$ cat src/rtl/button_event.sv
// rtl/button_event.sv - press/release/long-press/auto-repeat event generator for a debounced button
module button_event #(
    parameter int LONG   = 20,
    parameter int REPEAT = 8,
    parameter int CW     = 19
) (
    input  logic       clock,
    input  logic       reset,
    input  logic       clean,
    input  logic       enable,
    output logic       press,
    output logic       release_pulse,
    output logic       long_press,
    output logic       repeat_pulse,
    output logic       held,
    output logic [7:0] press_count
);

    typedef enum logic [1:0] {
        ST_IDLE    = 2'd0,
        ST_PRESSED = 2'd1,
        ST_LONG    = 2'd2,
        ST_LOCKOUT = 2'd3
    } state_t;

    localparam logic [CW-1:0] LONG_C   = CW'(LONG);
    localparam logic [CW-1:0] REPEAT_C = CW'(REPEAT);
    localparam logic [CW-1:0] CNT_ONE  = CW'(1);

    state_t        state_q, state_d;
    logic [CW-1:0] cnt_q, cnt_d;
    logic [7:0]    press_count_q, press_count_d;
    logic          press_q, press_d;
    logic          release_q, release_d;
    logic          long_q, long_d;
    logic          repeat_q, repeat_d;
    logic          held_q, held_d;

    // Next-state, counter and registered-output logic; at most one pulse is set per edge
    always_comb begin
        state_d       = state_q;
        cnt_d         = cnt_q;
        press_count_d = press_count_q;
        press_d       = 1'b0;
        release_d     = 1'b0;
        long_d        = 1'b0;
        repeat_d      = 1'b0;

        if (!enable) begin
            // A button still down when events are disabled must be released before it counts again
            state_d = clean ? ST_LOCKOUT : ST_IDLE;
            cnt_d   = '0;
        end else begin
            unique case (state_q)
                ST_IDLE: begin
                    if (clean) begin
                        state_d       = ST_PRESSED;
                        cnt_d         = '0;
                        press_d       = 1'b1;
                        press_count_d = press_count_q + 8'd1;
                    end
                end
                ST_PRESSED: begin
                    if (!clean) begin
                        state_d   = ST_IDLE;
                        cnt_d     = '0;
                        release_d = 1'b1;
                    end else if (cnt_q == LONG_C) begin
                        state_d = ST_LONG;
                        cnt_d   = '0;
                        long_d  = 1'b1;
                    end else begin
                        cnt_d = cnt_q + CNT_ONE;
                    end
                end
                ST_LONG: begin
                    if (!clean) begin
                        state_d   = ST_IDLE;
                        cnt_d     = '0;
                        release_d = 1'b1;
                    end else if (cnt_q == REPEAT_C) begin
                        cnt_d    = '0;
                        repeat_d = 1'b1;
                    end else begin
                        cnt_d = cnt_q + CNT_ONE;
                    end
                end
                ST_LOCKOUT: begin
                    if (!clean) begin
                        state_d = ST_IDLE;
                    end
                    cnt_d = '0;
                end
                default: begin
                    state_d = ST_IDLE;
                    cnt_d   = '0;
                end
            endcase
        end

        held_d = (state_d == ST_PRESSED) || (state_d == ST_LONG);
    end

    // State, counter and output registers; reset picks LOCKOUT when the button is already down
    always_ff @(posedge clock) begin
        if (reset) begin
            state_q       <= clean ? ST_LOCKOUT : ST_IDLE;
            cnt_q         <= '0;
            press_count_q <= 8'd0;
            press_q       <= 1'b0;
            release_q     <= 1'b0;
            long_q        <= 1'b0;
            repeat_q      <= 1'b0;
            held_q        <= 1'b0;
        end else begin
            state_q       <= state_d;
            cnt_q         <= cnt_d;
            press_count_q <= press_count_d;
            press_q       <= press_d;
            release_q     <= release_d;
            long_q        <= long_d;
            repeat_q      <= repeat_d;
            held_q        <= held_d;
        end
    end

    assign press         = press_q;
    assign release_pulse = release_q;
    assign long_press    = long_q;
    assign repeat_pulse  = repeat_q;
    assign held          = held_q;
    assign press_count   = press_count_q;

endmodule

$ cat config.mk
export PLATFORM = sky130hd
export DESIGN_NAME = button_event
export DESIGN_NICKNAME = d
export VERILOG_FILES = /design/src/rtl/button_event.sv
export SDC_FILE = /design/constraint.sdc
export NUM_CORES = 1
export LEC_CHECK = 0
export ABC_AREA = 1
export BUFFER_PORTS_ARGS = -buffer_cell sky130_fd_sc_hd__buf_2
export CAP_MARGIN = 5
export CORE_ASPECT_RATIO = 1.1
export CORE_MARGIN = 2
export CORE_UTILIZATION = 63
export DETAILED_ROUTE_END_ITERATION = 8
export PLACE_DENSITY = 0.84
export SYNTH_ARGS = -nofsm -noshare
export SYNTH_HDL_FRONTEND = slang
export SYNTH_SLANG_ARGS = --single-unit
export TNS_END_PERCENT = 50
$ cat constraint.sdc
create_clock -name clock -period 4.85 [get_ports clock]
set_clock_uncertainty 0.15 [all_clocks]
set_input_delay 0.7275 -clock clock [delete_from_list [all_inputs] [get_ports clock]]
set_output_delay 0.7275 -clock clock [all_outputs]
set_load 0.02 [all_outputs]
==> results.sh <==
export IMPL_ant_nets=0
export IMPL_finalSetupViolations=0
export IMPL_drt_first_pass_iters=4
export IMPL_synth_area_leaders="dfxtp_1 (35%), nand2_1 (10%), inv_1 (6.8%)"
export IMPL_syn_nets=280
export IMPL_arrival_ps=2090
export IMPL_cp_end_kind="flop"
export IMPL_syn_avg_cell_area_um2=7.20
export IMPL_synth_top_cell_by_area="dfxtp_1"
export IMPL_rows=21
export IMPL_cts_hold_buffers=0
export IMPL_yosysSeqAreaShare_pct=35.2
export IMPL_ctsHtreeMaxLevel=2
export IMPL_crit_path_start="cnt_q[0]$_SDFFE_PP0P_"
export IMPL_slew_viol_final=0
export IMPL_cts_buffers=5
export IMPL_crit_required_ps=4980
export IMPL_gp_congestion=0.828
export IMPL_whs_path_depth=2
export IMPL_maxSlewHeadroom_pct=75.0
export IMPL_clock_path_buffers=2
export IMPL_antenna_found_initial=0
export IMPL_synth_ff_type="dfxtp_1"
export IMPL_synth_top_area_share_pct=35.2
export IMPL_grtUsageTotal_pct=22.8
export IMPL_wire_per_inst_um=11.0
export IMPL_endpoint="cnt_q[14]$_SDFFE_PP0P_"
export IMPL_fp_dieW_um=56.9
export IMPL_hold_path_class="flop to flop"
export IMPL_core_um2=3000
export IMPL_grt_pass1_vias=1561
export IMPL_grt_remaining_overflow=0
export IMPL_start_kind="flop"
export IMPL_clockRootBuffer="clkbuf_4"
export IMPL_cts_sink_count=34
export IMPL_place_hpwl_mm=2.71
export IMPL_wl_mm=3.57
export IMPL_vias=1660
export IMPL_synth_area_um2=1940
export IMPL_hold_violations=0
export IMPL_worst_r2r_cell_count=13
export IMPL_fin_tns_setup_ps=0
export IMPL_p_per_area_nw_per_um2=241
export IMPL_async_flop_share_pct=0
export IMPL_outcome="finished clean"
export IMPL_drive_gt1_share_pct=21.0
export IMPL_num_io_pins=17
export IMPL_start_util_pct=64.6
export IMPL_reg2reg_slack_ps=2880
export IMPL_cts_tree="yes"
export IMPL_grt_max_degree=15
export IMPL_cts_resized=0
export IMPL_area_delta_synth_final_pct=8.40
export IMPL_rr_startpoint="cnt_q[0]$_SDFFE_PP0P_"
export IMPL_clk_latency_ps=340
export IMPL_via_per_inst=5.12
export IMPL_diodes=0
export IMPL_yosysUniqueCellTypes=33
export IMPL_rsz0062_at_grt="false"
export IMPL_nets=300
export IMPL_synth_common_cells="nand2_1 (52), inv_1 (35), nor2_1 (35)"
export IMPL_power_leakage_nw=0.902
export IMPL_yosys_warnings=0
export IMPL_synth_edf_count=0
export IMPL_grt_first_pass_wirelength_mm=6.50
export IMPL_path_clk_slew_ps=110
export IMPL_worst_pin_slew_ps=374
export IMPL_ys_seq_elements=34
export IMPL_path_max_fanout=14
export IMPL_drcViolationCount=0
export IMPL_yosysMostFrequentCell="nand2_1"
export IMPL_dpl_cell_count=316
export IMPL_drt_initial_drc_count=59
export IMPL_worstSetupPathType="flop to flop"
export IMPL_die_area_um2=3530
export IMPL_vdd_ir_drop_max_v=0.000250
export IMPL_instances_no_fill=324
export IMPL_fin_crit_ps=1970
export IMPL_synthCells=269
export IMPL_r2r_end="cnt_q[14]$_SDFFE_PP0P_"
export IMPL_period_share_pct=40.5
export IMPL_maxCapViolations=0
export IMPL_port_buffers=16
export IMPL_timing_fmax_mhz=509
export IMPL_die_h_um=62.1
export IMPL_post_cts_buffers=0
critical path, stage by stage (launching register included):
cell and delay, ps:
dfxtp_1 470, inv_1 90, ha_1 240, nand2_1 80, clkinv_1 50, nand2_1 50
nor2_1 40, nand3_1 120, nand2_2 80, nand2_1 70, nand2_2 70, nand2_2 90
nand2_4 140, nor2_1 150
registers in the layout (all words and copies together) (netlist names):
signal	cells
cnt_q	19
held	1
long_press	1
press	1
press_count	8
release_pulse	1
repeat_pulse	1
state_q	2
report_power, final:
| group | internal [W] | total, W | leakage (nW) | switching [W] |
|---|---|---|---|---|
| Combinational | 0.0000145 | 0.0000472 | 0.593 | 0.0000327 |
| Clock | 0.0000697 | 0.000173 | 0.0343 | 0.000103 |
| Sequential | 0.000283 | 0.000286 | 0.275 | 0.00000293 |
| Total | 0.000367 | 0.000506 | 0.902 | 0.000138 |
metrics by stage:
stage	area (um^2)	util (%)	hold slack (ps)	worst slack [ps]	power (W)
after floorplan	1940	-	324	3050	0.000330
after global placement	2030	67.9	319	2850	0.000339
after detailed placement	2030	67.9	321	2810	0.000340
after CTS	2100	70.1	339	2870	0.000511
after global routing	2100	70.1	359	2680	0.000530
final	2100	70.1	342	2880	0.000506
worst min path at each step:
stage	startpoint	to	slack [ps]
floorplan	cnt_q[1]$_SDFFE_PP0P_	cnt_q[1]$_SDFFE_PP0P_	320
global placement	press_count[5]$_SDFFE_PP0P_	press_count[5]$_SDFFE_PP0P_	320
detailed placement	press_count[5]$_SDFFE_PP0P_	press_count[5]$_SDFFE_PP0P_	320
CTS	press_count[5]$_SDFFE_PP0P_	press_count[5]$_SDFFE_PP0P_	340
global route	press_count[5]$_SDFFE_PP0P_	press_count[5]$_SDFFE_PP0P_	360
finish	press_count[6]$_SDFFE_PP0P_	press_count[6]$_SDFFE_PP0P_	340
cells in the final DEF (no fill, tap or decap):
master	n
nor2_4	3
nor3b_1	1
nand3_2	2
xnor2_1	1
o21ai_1	2
o22ai_1	1
nand2_1	52
nor3_2	1
o21ai_0	11
nand3_4	1
nor3_1	5
inv_2	2
o21a_1	1
nor2_1	35
clkinv_2	1
dfxtp_1	34
nand2_4	3
nand2_2	7
buf_2	16
xor2_1	7
clkbuf_8	1
clkinvlp_4	1
a21oi_1	14
nand3b_1	1
nor2_2	16
clkinv_1	1
nand3b_4	1
clkbuf_4	5
inv_1	35
a21boi_0	1
or2_1	1
nor2_8	1
nand4_1	6
ha_1	7
nand3_1	13
final cells by class:
class / instances / area [um^2]
clock inverter: 2 / 12.5
multi-input combinational: 194 / 1090
fill: 255 / 897
inverter: 38 / 143
tap: 34 / 42.5
sequential: 34 / 681
timing repair buffer: 16 / 80.1
clock buffer: 6 / 51.3
kinds of logic after synthesis:
logic type                 share of synthesized area (%)
AOI/OAI and AO/OA                                   8.08
xor gates and xnor gates                            3.62
adders and majority gates                           4.52
buffers and inverters                               8.60
DFF                                                 35.2
and+or+nand+nor                                     40.0
layer usage:
metal	up-vias	track usage, %	share of wire (%)
li1	883	-	-
met4	0	10.5	1.8
met1	741	28.0	46
met3	6	5.00	4.0
met5	-	0	0
met2	30	37.8	48
Note: power is estimated with default switching activity, not from simulation.
